## config.mk

```make
export PLATFORM = sky130hd
export DESIGN_NAME = cd_mailbox_bridge
export DESIGN_NICKNAME = d
export VERILOG_FILES = /design/src/rtl/cd_mailbox_bridge.sv
export SDC_FILE = /design/constraint.sdc
export NUM_CORES = 1
export LEC_CHECK = 0
export BUFFER_PORTS_ARGS = -buffer_cell sky130_fd_sc_hd__buf_4
export CAP_MARGIN = 20
export CORE_AREA = 2 2 385 196
export CTS_CLUSTER_DIAMETER = 200
export DETAILED_ROUTE_END_ITERATION = 8
export DIE_AREA = 0 0 387 198
export GPL_TIMING_DRIVEN = 0
export PLACE_DENSITY_LB_ADDON = 0.2
export SLEW_MARGIN = 25
export SYNTH_ARGS = -nofsm -noshare
export SYNTH_HDL_FRONTEND = slang
export SYNTH_SLANG_ARGS = --single-unit
```

## constraint.sdc

```tcl
create_clock -name clk_sys -period 6.1 [get_ports clk_sys]
set_clock_uncertainty 0.15 [all_clocks]
set_input_delay 1.22 -clock clk_sys [delete_from_list [all_inputs] [get_ports clk_sys]]
set_output_delay 1.22 -clock clk_sys [all_outputs]
set_load 0.005 [all_outputs]
```

## src/rtl/cd_mailbox_bridge.sv

```systemverilog
// Mailbox bridge between the HPS extension endpoint (cd_out/cd_in) and the CD-ROM drive core.
// Optional build macro CD_MAILBOX_OVERRUN_CNT_EN adds the saturating cmd_overrun_cnt output.
module cd_mailbox_bridge #(
   parameter int STAT_DEPTH  = 4,
   parameter int HOLD_CYCLES = 64
) (
   input  logic         clk_sys,
   input  logic         reset_n,
   input  logic [112:0] cd_out,
   output logic [112:0] cd_in,
   output logic [111:0] cmd_data,
   output logic         cmd_valid,
   input  logic         cmd_ready,
   input  logic [111:0] stat_data,
   input  logic         stat_valid,
   output logic         stat_ready,
   output logic         cmd_overrun,
`ifdef CD_MAILBOX_OVERRUN_CNT_EN
   output logic [7:0]   cmd_overrun_cnt,
`endif
   input  logic         cmd_overrun_clr
);

   localparam int PTR_W = $clog2(STAT_DEPTH);
   localparam int TMR_W = $clog2(HOLD_CYCLES + 1);

   typedef enum logic {
      IDLE,
      HOLD
   } state_t;

   logic                armed;
   logic                prev_tog;
   logic                cmd_event;
   logic                cmd_load;
   logic                cmd_drop;
   logic                cmd_consume;

   logic [111:0]        stat_mem [STAT_DEPTH];
   logic [PTR_W:0]      wr_ptr;
   logic [PTR_W:0]      rd_ptr;
   logic                fifo_full;
   logic                fifo_empty;
   logic                push;
   logic                pop;

   state_t              state;
   state_t              state_nxt;
   logic [TMR_W-1:0]    timer;
   logic [TMR_W-1:0]    timer_nxt;
   logic [112:0]        cd_in_nxt;

   // Command path: the first edge out of reset only samples the toggle level
   assign cmd_event   = armed && (cd_out[112] != prev_tog);
   assign cmd_consume = cmd_valid && cmd_ready;
   assign cmd_load    = cmd_event && (!cmd_valid || cmd_ready);
   assign cmd_drop    = cmd_event && cmd_valid && !cmd_ready;

   always_ff @(posedge clk_sys or negedge reset_n) begin
      if (!reset_n) begin
         armed       <= 1'b0;
         prev_tog    <= 1'b0;
         cmd_data    <= '0;
         cmd_valid   <= 1'b0;
         cmd_overrun <= 1'b0;
      end else begin
         armed    <= 1'b1;
         prev_tog <= cd_out[112];
         if (cmd_load) begin
            cmd_data  <= cd_out[111:0];
            cmd_valid <= 1'b1;
         end else if (cmd_consume) begin
            cmd_valid <= 1'b0;
         end
         if (cmd_drop) begin
            cmd_overrun <= 1'b1;
         end else if (cmd_overrun_clr) begin
            cmd_overrun <= 1'b0;
         end
      end
   end

`ifdef CD_MAILBOX_OVERRUN_CNT_EN
   // A drop coinciding with a clear restarts the count at one
   always_ff @(posedge clk_sys or negedge reset_n) begin
      if (!reset_n) begin
         cmd_overrun_cnt <= '0;
      end else if (cmd_drop) begin
         if (cmd_overrun_clr) begin
            cmd_overrun_cnt <= 8'd1;
         end else if (cmd_overrun_cnt != 8'hFF) begin
            cmd_overrun_cnt <= cmd_overrun_cnt + 8'd1;
         end
      end else if (cmd_overrun_clr) begin
         cmd_overrun_cnt <= '0;
      end
   end
`endif

   // Status FIFO: the extra pointer bit separates full from empty
   assign fifo_empty = (wr_ptr == rd_ptr);
   assign fifo_full  = (wr_ptr[PTR_W] != rd_ptr[PTR_W]) &&
                       (wr_ptr[PTR_W-1:0] == rd_ptr[PTR_W-1:0]);
   assign stat_ready = !fifo_full;
   assign push       = stat_valid && !fifo_full;

   always_ff @(posedge clk_sys or negedge reset_n) begin
      if (!reset_n) begin
         wr_ptr <= '0;
         rd_ptr <= '0;
      end else begin
         if (push) begin
            wr_ptr <= wr_ptr + (PTR_W+1)'(1);
         end
         if (pop) begin
            rd_ptr <= rd_ptr + (PTR_W+1)'(1);
         end
      end
   end

   always_ff @(posedge clk_sys) begin
      if (push) begin
         stat_mem[wr_ptr[PTR_W-1:0]] <= stat_data;
      end
   end

   // Presenter: each word stays on cd_in for at least HOLD_CYCLES edges
   always_ff @(posedge clk_sys or negedge reset_n) begin
      if (!reset_n) begin
         state <= IDLE;
         timer <= '0;
         cd_in <= '0;
      end else begin
         state <= state_nxt;
         timer <= timer_nxt;
         cd_in <= cd_in_nxt;
      end
   end

   always_comb begin
      state_nxt = state;
      timer_nxt = timer;
      cd_in_nxt = cd_in;
      pop       = 1'b0;
      case (state)
         IDLE: begin
            if (!fifo_empty) begin
               pop       = 1'b1;
               cd_in_nxt = {~cd_in[112], stat_mem[rd_ptr[PTR_W-1:0]]};
               timer_nxt = TMR_W'(HOLD_CYCLES - 1);
               state_nxt = HOLD;
            end
         end
         HOLD: begin
            if (timer == '0) begin
               state_nxt = IDLE;
            end else begin
               timer_nxt = timer - TMR_W'(1);
            end
         end
         default: state_nxt = IDLE;
      endcase
   end

endmodule

```

## Word-level counts from Yosys, hierarchy flattened

Memories as Yosys holds them, arrays and structs flattened. A register that Yosys moved wholly into a read port is not among the register bits.
Index checks and enable logic that the tools add are counted.

- Register bits after elaboration: 243
- Bits in latches: 0
- Memory bits (writable): 448
- Bits in read-only memories: 0
- Bits of input ports: 230
- Output and inout port bits: 228
- Logic and storage cells: 53
- Memories kept: 1

- Add/sub/neg operators: 3
- Multipliers: 0
- Div/mod/pow operators: 0
- Magnitude comparators: 0
- Eq/ne operators: 6
- Shifts and indexed selects: 0
- Muxes and demuxes: 13
- Bitwise operators: 3
- Reduce and logical (&&, ||, !) cells: 17

Memory list:

| name | words | width | rd ports | clocked after Yosys merged registers in | wr ports | RTL line | RTL |
|---|---|---|---|---|---|---|---|
| stat_mem | 4 | 112 | 1 | 1 | 1 | 39 | `logic [111:0] stat_mem [STAT_DEPTH];` |

Operators with widths:

| operator | number |
|---|---|
| 7-bit 2-to-1 mux | 2 |
| 7-bit case mux with 2 select lines | 1 |
| 1-bit 2-to-1 mux | 9 |
| 1-bit logical AND | 7 |
| 7-bit logical NOT | 1 |
| 7-bit by 1-bit subtractor with 7-bit output, second input constant | 1 |
| 3-bit by 1-bit adder with 3-bit output, second input constant | 2 |
| 1-bit logical NOT | 4 |
| 2-bit != test, second input constant | 2 |
| 2-bit AND reduction | 2 |
| 2-bit nonzero test | 2 |
| 3-bit == test | 1 |
| 1-bit inverter | 3 |
| 2-bit == test | 1 |
| 1-bit != test | 2 |
| 1-bit case mux with 2 select lines | 1 |
| 1-bit logical OR | 1 |

## Longest topological paths before layout

Gate-level depths: netlist of run 1.

- Depth after elaboration: 6
- Gate-level depth with buffers: 6
- Gate-level depth less buffers: 6

## Worst setup path before layout of run 1

No wires, ideal clock.

- Path kind: input-to-reg
- Start: input port stat_valid
- End: memory stat_mem[3][0], enable pin
- Arrival: 3.872 ns
- Setup slack: 1.592 ns
- Cell stages on the path: 1
- Buffers on the path: 0
- Path through: and3_1

- Word-level cells in the longest chain between the ends: 3

Ends and longest elaborated chain:

| element | RTL line | RTL |
|---|---|---|
| from (decl) | 15 | `input logic stat_valid,` |
| 1-bit logical AND | 105 | `assign push = stat_valid && !fifo_full;` |
| 1-bit 2-to-1 mux | 122 | `if (push) begin` |
| 1-bit 2-to-1 mux (not written as such) | 123 | `stat_mem[wr_ptr[PTR_W-1:0]] <= stat_data;` |
| to (decl) | 39 |  |

No other way between the ends.

## Final worst setup path of run 1

- Start: register rd_ptr[1]
- End: output port stat_ready

- Word-level cells in the longest chain between the ends: 3

Ends and longest elaborated chain:

| element | RTL line | RTL |
|---|---|---|
| from (decl) | 41 | `logic [PTR_W:0] rd_ptr;` |
| from (signal assigned) | 116 | `rd_ptr <= rd_ptr + (PTR_W+1)'(1);` |
| 2-bit == test | 103 | `(wr_ptr[PTR_W-1:0] == rd_ptr[PTR_W-1:0]);` |
| 1-bit logical AND | 102 | `assign fifo_full = (wr_ptr[PTR_W] != rd_ptr[PTR_W]) &&` |
| 1-bit logical NOT | 104 | `assign stat_ready = !fifo_full;` |
| to (decl) | 16 | `output logic stat_ready,` |

No other way between the ends.

==> results of run 1 <==
## Yosys cell counts
| library cell | instances | area, µm² |
|---|---|---|
| edfxtp_1 | 448 | 13500 |
| dfrtp_1 | 243 | 6080 |
| mux2_2 | 219 | 2470 |
| mux4_2 | 112 | 2520 |
| buf_2 | 21 | 105 |
| buf_6 | 11 | 124 |
| buf_1 | 9 | 33.8 |
| clkbuf_1 | 7 | 26.3 |
| ha_1 | 7 | 87.6 |
| inv_1 | 6 | 22.5 |
| mux2_4 | 6 | 90.1 |
| nor3_1 | 5 | 25.0 |
| xnor2_1 | 5 | 43.8 |
| a21oi_1 | 4 | 20.0 |
| and3_1 | 4 | 25.0 |
| nand2_1 | 4 | 15.0 |
| nand3_1 | 4 | 20.0 |
| xor2_1 | 4 | 35.0 |
| a31oi_1 | 3 | 18.8 |
| buf_4 | 3 | 22.5 |
| mux2_1 | 3 | 33.8 |
| nor2_1 | 3 | 11.3 |
| mux2i_1 | 2 | 20.0 |
| nand4_1 | 2 | 12.5 |
| xnor2_2 | 2 | 32.5 |
| a21o_1 | 1 | 7.51 |
| a31oi_4 | 1 | 21.3 |
| conb_1 | 1 | 3.75 |
| nand2b_1 | 1 | 6.26 |
| nand3b_1 | 1 | 7.51 |
| o21ai_0 | 1 | 5.00 |
| o221ai_1 | 1 | 8.76 |
| o22ai_1 | 1 | 6.26 |
| or2_2 | 1 | 6.26 |
| or3_1 | 1 | 6.26 |
| or3b_1 | 1 | 8.76 |
| or3b_2 | 1 | 8.76 |
## power by group
group | switching, mW | internal [mW] | leakage, nW | total, mW
sequential | 0.455 | 6.32 | 7.02 | 6.77
combinational | 1.87 | 2.26 | 4.44 | 4.13
clock | 1.75 | 2.37 | 1.06 | 4.12
## layer usage
layer / part of all wire [%] / global-route usage, %
met1: 45 / 21.1
met2: 48 / 24.4
met3: 4.6 / 4.06
met4: 1.8 / 3.91
met5: 0.027 / 0
## cell type report
cell class              instances  area [µm²]  share of cell area, %
inverters                       6        22.5                 0.0689
multi-input cells             401        5600                   17.1
flip-flops and latches        691       19500                   59.8
well taps                     985        1230                   3.77
repair buffers                472        3830                   11.7
clock inverters                26         229                  0.701
plain buffers                  51         312                  0.953
clock buffers                  94        1920                   5.89
## critical path: stages, from the launching register on
cell and delay [ns]:
dfrtp_1 0.38, buf_2 0.19, xnor2_2 0.26, nand3b_1 0.24, buf_4 0.22
## final timing paths
check	from	to	slack (ns)
hold / removal	reset_n	cd_in[9]	0.28
max in group asynchronous	reset_n	cmd_data[34]	4.37
hold reg to reg	cd_in[112]	cd_in[112]	0.33
setup reg to reg	wr_ptr[2]	stat_mem[3][32]	3.50
setup / recovery	rd_ptr[1]	stat_ready	2.84
min in group clk_sys	cd_in[112]	cd_in[112]	0.33
## metrics by stage
stage | worst slack [ns] | total power [mW]
2_1_floorplan | 1.59 | 9.10
3_3_place_gp | -1.25 | 11.1
3_5_place_dp | 2.81 | 11.1
4_1_cts | 2.73 | 15.3
5_1_grt | 2.70 | 15.9
6_report | 2.84 | 15.0
## cell families (layout without fill, tap and decap cells)
| family | Yosys count | after routing | synth area share, % |
|---|---|---|---|
| XOR/XNOR | 11 | 11 | 0.438 |
| AO/OA/AOI/OAI | 12 | 12 | 0.344 |
| other | 1 | 1 | 0.0147 |
| multiplexers | 342 | 342 | 20.2 |
| flip-flops | 691 | 691 | 76.8 |
| adder cells (fa/ha/maj) | 7 | 7 | 0.344 |
| buffers and inverters | 57 | 649 | 1.31 |
| AND/OR/NAND/NOR | 28 | 28 | 0.600 |
## state kept, by name, summed over array words and instances (netlist names)
register     cells
stat_mem       448
cd_in          113
cmd_data       112
timer            7
rd_ptr           3
wr_ptr           3
armed            1
cmd_overrun      1
cmd_valid        1
prev_tog         1
state            1
==> flow_metrics.tcl, run 1 <==
set metrics [dict create \
    yosysWarnings 0 \
    timing.final.crit_share_pct 53.5 \
    final_util_pct 44.3 \
    routed_wirelength_um 58800 \
    fp.dieH_um 198 \
    diodes 0 \
    cts-hold-fix-buffers 0 \
    dpl.hpwl_um 39600 \
    syn_inst 1149 \
    dieArea_um2 76600 \
    vias 12679 \
    rows 71 \
    final_common_cell "buf_4" \
    cts_root_buf "clkbuf_16" \
    fillers 6423 \
    cp-end-kind "output port" \
    maxSlewHeadroom_pct 40.2 \
    whs_ns 0.280 \
    die_width_um 387 \
    nNetsFinal 1926 \
    syn_nets 1386 \
    dr.pass1.iters 5 \
    portBuffers 457 \
    cts_resized 0 \
    instances_no_fill 2726 \
    globalplace.congestion 0.711 \
    cts_setup_buffers 0 \
    synthesis.area_um2 25400 \
    worstRegToRegCells 5 \
    clock_latency_ns 0.61 \
    postLayoutCellArea_um2 32700 \
    worstMarginPinSlew_ns 0.897 \
    rsz0062_at_grt "no" \
    fmax_ghz 0.306 \
    final_cell_mix "buf_4 (459), edfxtp_1 (448), dfrtp_1 (243), mux2_2 (219), mux4_2 (112)" \
    start_util_pct 34.5 \
    power.density_nw_per_um2 460 \
    p_leak_nw 12.5 \
    period_needed_ns 3.26 \
    cp_max_fo 6 \
    grt_pass1_wl_um 87200 \
    drive_above_1_share_pct 54.3 \
    synth_cell_types 37 \
    core_um2 73800 \
    cts_tree "built" \
    ios 458 \
    hold_viol_final 0 \
    dpl-instance-area_um2 30500 \
    crit_required_ns 4.73 \
    synth-seq-cells 691 \
    path_clk_slew_ns 0.06 \
    tns_ns 0 \
    routedWlPerCell_um 21.6 \
    placedCellCount 2606 \
    ys_seq_area_share_pct 76.8 \
    ir_worst_vdd_uv 217 \
    cp.arrival_ns 1.89 \
    cts_buffer_depth 3 \
    start_kind "register" \
    setup_viol 0 \
    grt_pass1_vias 13631 \
    path_class "register to output port" \
    slew_viol_final 0 \
    grt_max_degree 84 \
    drtAntennaViolNets 0 \
    detail_route.vias_per_cell 4.65 \
    first_iter_violations 777 \
    grt_usage_pct 15.4 \
    grt_antenna_before_repair 2 \
    maxCapViolations 0 \
    syn_to_final_growth_pct 28.4 \
    cts_htree_levels 3 \
    syn_area_per_cell_um2 22.1 \
    cts_inserted_buffers 66 \
    status "completed" \
    drc_errors 0 \
    cts_sinks 691 \
    hold_class "input pin to asynchronous set/reset pin" \
    gr-total-overflow 0 \
]
(Power assumes the default switching activity.)
==> inputs of run 2 (changes only) <==
clock period = 3 ns   (was 6.1 ns; I/O delays follow)
==> flow_metrics.tcl, run 2 (synthesis gave the netlist of run 1 again) <==
set metrics [dict create \
    post-place-ws_ns 0.280 \
    cp.arrival_ns 1.91 \
    grt_max_degree 81 \
    grt_pass1_vias 14109 \
    r2r-start "rd_ptr[2]" \
    dpl.hpwl_um 38700 \
    first_iter_violations 592 \
    fmax_ghz 0.376 \
    ir_worst_vdd_uv 438 \
    drc_errors 0 \
    path_class "register to output port" \
    hold_viol_final 0 \
    power.density_nw_per_um2 903 \
    cts_root_buf "clkbuf_16" \
    routedWlPerCell_um 20.4 \
    fp.dieH_um 198 \
    rr_endpoint "stat_mem[0][30]" \
    clock_latency_ns 0.61 \
    maxSlewHeadroom_pct 39.5 \
    rows 71 \
    period_needed_ns 2.66 \
    gr-total-overflow 0 \
    cp-end-kind "output port" \
    portBuffers 457 \
    slew_viol_final 0 \
    cts_buffer_depth 3 \
    largest_reg_flops 448 \
    dieArea_um2 76600 \
    fillers 6379 \
    grt_usage_pct 15.2 \
    final_common_cell "buf_4" \
    worstRegToRegCells 5 \
    worstMarginPinSlew_ns 0.907 \
    nNetsFinal 2037 \
    min_path_cells 1 \
    drive_above_1_share_pct 51.0 \
    grt_antenna_before_repair 3 \
    syn_to_final_growth_pct 32.6 \
    path_clk_slew_ns 0.06 \
    cts_resized 0 \
    crit_path_start "rd_ptr[1]" \
    crit_required_ns 2.25 \
    setup_slack_ns 0.339 \
    hold_class "input pin to register" \
    cts_tree "built" \
    instances_no_fill 2838 \
    start_util_pct 34.5 \
    p_leak_nw 13.0 \
    ios 458 \
    hold-path-endpoint "stat_mem[0][23]" \
    detail_route.vias_per_cell 4.62 \
    tns_ns 0 \
    dr.pass1.iters 4 \
    worstHoldStart "stat_data[23]" \
    cts_setup_buffers 0 \
    drtAntennaViolNets 0 \
    core_um2 73800 \
    rrSetupSlack_ns 0.34 \
    timing.final.crit_share_pct 88.7 \
    status "completed" \
    placedCellCount 2606 \
    vias 13115 \
    maxCapViolations 0 \
    cts_htree_levels 3 \
    rsz0062_at_grt "no" \
    die_width_um 387 \
    cts_sinks 691 \
    setup_viol 0 \
    start_kind "register" \
    cp_max_fo 6 \
    cts_inserted_buffers 66 \
    globalplace.congestion 0.711 \
    routed_wirelength_um 58000 \
    final_cell_mix "buf_4 (459), edfxtp_1 (448), dfrtp_1 (243), mux2_2 (219), mux4_2 (112)" \
    grt_pass1_wl_um 87500 \
    whs_ns 0.0564 \
]
==> run 2: changes by cell type in the layout (fill, tap and decap cells not counted), sizes merged <==
cell,delta
dlygate4sd3,+111
clkbuf,+7
clkinv,-6
bufinv,-2
diode,+1
inv,+1
==> run 2: final cells by class <==
type / count / area, µm² / area share, %
flip-flops and latches: 691 / 19500 / 57.9
inverters: 6 / 22.5 / 0.0668
well taps: 985 / 1230 / 3.65
diodes: 1 / 2.50 / 0.00742
multi-input cells: 401 / 5600 / 16.6
repair buffers: 583 / 4930 / 14.6
plain buffers: 51 / 312 / 0.924
clock buffers: 101 / 1950 / 5.78
clock inverters: 19 / 155 / 0.460
==> run 2: critical path, cell delays in order (launching register included) <==
cell and delay, ns:
dfrtp_1 0.38, buf_2 0.19, xnor2_2 0.26, nand3b_1 0.25, buf_4 0.22
==> run 2: what timing repair did <==
item	in CTS	in global routing
hold buffers	111	0
hold endpoints to repair	462	0
setup endpoints to repair	0	0
==> run 2: per-layer routing <==
layer  vias up  share of wire (%)  track usage (%)  wire (µm)
met2       219                 48             24.0      28100
met5         -                  0                0          0
li1       5877                  -                -          -
met4         0                2.0             4.10       1190
met1      6934                 45             21.0      26200
met3        85                4.3             3.83       2470
==> run 2: how the worst max path moves through the flow <==
stage,end,slack [ns],depth (start not counted)
6_report,stat_ready,0.34,4
5_1_grt,stat_ready,0.18,4
4_1_cts,stat_ready,0.24,4
3_5_place_dp,cmd_data[36],0.28,6
3_3_place_gp,stat_mem[3][28],-1.49,3
2_1_floorplan,stat_mem[3][0],-0.005,3
==> run 2: per-stage QoR <==
stage	utilization [%]	total power, mW	cell area (µm²)
floorplan	-	18.4	25400
detailed placement	41.3	22.6	30500
global placement	40.8	22.3	30100
global route	45.7	32.2	33700
CTS	45.7	31.1	33700
finish	45.7	30.5	33700
==> run 2: where the power goes <==
| group | total [mW] | switching (mW) | internal [mW] | leakage [nW] |
|---|---|---|---|---|
| Sequential | 13.8 | 0.916 | 12.8 | 7.02 |
| Clock | 8.22 | 3.54 | 4.68 | 1.03 |
| Combinational | 8.49 | 3.80 | 4.69 | 4.90 |
==> inputs of run 3 (changes only) <==
CTS_CLUSTER_DIAMETER = 60   (was 200)
clock period = 3.3 ns   (was 3 ns; I/O delays follow)
==> flow_metrics.tcl, run 3 (synthesis gave the netlist of run 1 again) <==
set metrics [dict create \
    start_kind "register" \
    cp-end-kind "output port" \
    globalplace.congestion 0.711 \
    whs_ns 0.0929 \
    gr-total-overflow 0 \
    postLayoutCellArea_um2 32700 \
    cts_resized 0 \
    power.density_nw_per_um2 848 \
    start_util_pct 34.5 \
    ios 458 \
    path_delay_family "buffers and inverters" \
    diodes 0 \
    p_total_mw 27.7 \
    ir_worst_vdd_uv 399 \
    cts_setup_buffers 0 \
    cp.arrival_ns 1.92 \
    dpl-instance-area_um2 30500 \
    grt_pass1_vias 13521 \
    grt_usage_pct 15.1 \
    busiest_layer "met2" \
    fmax_ghz 0.367 \
    period_needed_ns 2.73 \
    cp_cell_sequence "buf_2 -> xnor2_2 -> nand3b_1 -> buf_4" \
    cts_root_buf "clkbuf_16" \
    cts_buffer_depth 3 \
    grt_pass1_wl_um 86200 \
    maxCapViolations 0 \
    instances_no_fill 2730 \
    path_class "register to output port" \
    dpl.hpwl_um 38700 \
    worstMarginPinSlew_ns 0.908 \
    grt_util_met1_pct 20.9 \
    timing.final.crit_share_pct 82.6 \
    drive_above_1_share_pct 54.3 \
    clock_latency_ns 0.61 \
    final_cell_mix "buf_4 (459), edfxtp_1 (448), dfrtp_1 (243), mux2_2 (219), mux4_2 (112)" \
    dr.pass1.iters 4 \
    path_buf_inv 2 \
    die_width_um 387 \
    status "completed" \
    fp.dieH_um 198 \
    cts_inserted_buffers 67 \
    first_iter_violations 580 \
    vias 12706 \
    cp_slowest_cell "dfrtp_1" \
    cts_htree_levels 3 \
    rsz0062_at_grt "no" \
    rows 71 \
    core_um2 73800 \
    crit_required_ns 2.49 \
    p_leak_nw 12.5 \
    largest_reg_flops 448 \
    maxSlewHeadroom_pct 39.5 \
    placedCellCount 2606 \
    cts_sinks 691 \
    routed_wirelength_um 57700 \
    hold_class "input pin to register" \
    dieArea_um2 76600 \
    grt_max_degree 81 \
    drc_errors 0 \
    use_met3_pct 3.95 \
    syn_to_final_growth_pct 28.5 \
    path_clk_slew_ns 0.07 \
    nNetsFinal 1929 \
    slew_viol_final 0 \
    hold_viol_final 0 \
    fillers 6436 \
    use_met2_pct 23.8 \
    setup_viol 0 \
    cts_tree "built" \
    critPathMaxStageDelay_ns 0.38 \
    cts-hold-fix-buffers 2 \
    grt_antenna_before_repair 2 \
    detail_route.vias_per_cell 4.65 \
    post-place-ws_ns 0.520 \
    setup_slack_ns 0.573 \
    portBuffers 457 \
    cp_max_fo 6 \
    drtAntennaViolNets 0 \
    final_common_cell "buf_4" \
    routedWlPerCell_um 21.1 \
]
[run 3: power by group]
| group | total, mW | switching, mW | leakage [nW] | internal, mW |
|---|---|---|---|---|
| logic | 7.61 | 3.43 | 4.45 | 4.18 |
| registers | 12.5 | 0.832 | 7.02 | 11.7 |
| clock network | 7.60 | 3.24 | 1.06 | 4.36 |
| total | 27.7 | 7.50 | 12.5 | 20.2 |
[run 3: cell type report]
type	instances	area, µm²	area share (%)
Tap cell	985	1230	3.77
Clock buffer	103	2000	6.11
Inverter	6	22.5	0.0689
Multi-Input combinational cell	401	5600	17.1
Clock inverter	19	164	0.501
Sequential cell	691	19500	59.7
Buffer	51	312	0.953
Timing Repair Buffer	474	3840	11.7
[run 3: final timing paths]
kind,startpoint,to,slack [ns],depth (start not counted)
worst max register to register,rd_ptr[2],stat_mem[0][30],0.64,5
worst max-delay path,rd_ptr[1],stat_ready,0.57,4
worst min register to register,cd_in[112],cd_in[112],0.33,1
max in group asynchronous,reset_n,cd_in[104],1.50,4
min in group asynchronous,reset_n,cd_in[6],0.38,2
worst min-delay path,stat_data[74],stat_mem[2][74],0.09,1
[run 3: worst reg2reg max path, delay by kind of cell (launching register included)]
kind,cells,cell delay (ns)
AND/OR/NAND/NOR,2,0.76
buffers and inverters,2,0.56
flip-flops,1,0.41
XOR/XNOR,1,0.41
[run 3: per-layer routing]
layer  part of all wire [%]  wire (µm)
met1                     45      26100
met5                      0          0
met3                    4.5       2630
met2                     49      28100
met4                    1.6        945
[run 3: stage by stage]
stage | utilization [%] | setup TNS [ns]
final | 44.3 | 0
after global routing | 44.3 | 0
after CTS | 44.3 | 0
after detailed placement | 41.3 | 0
after global placement | 40.8 | -767.26
after floorplan | - | 0
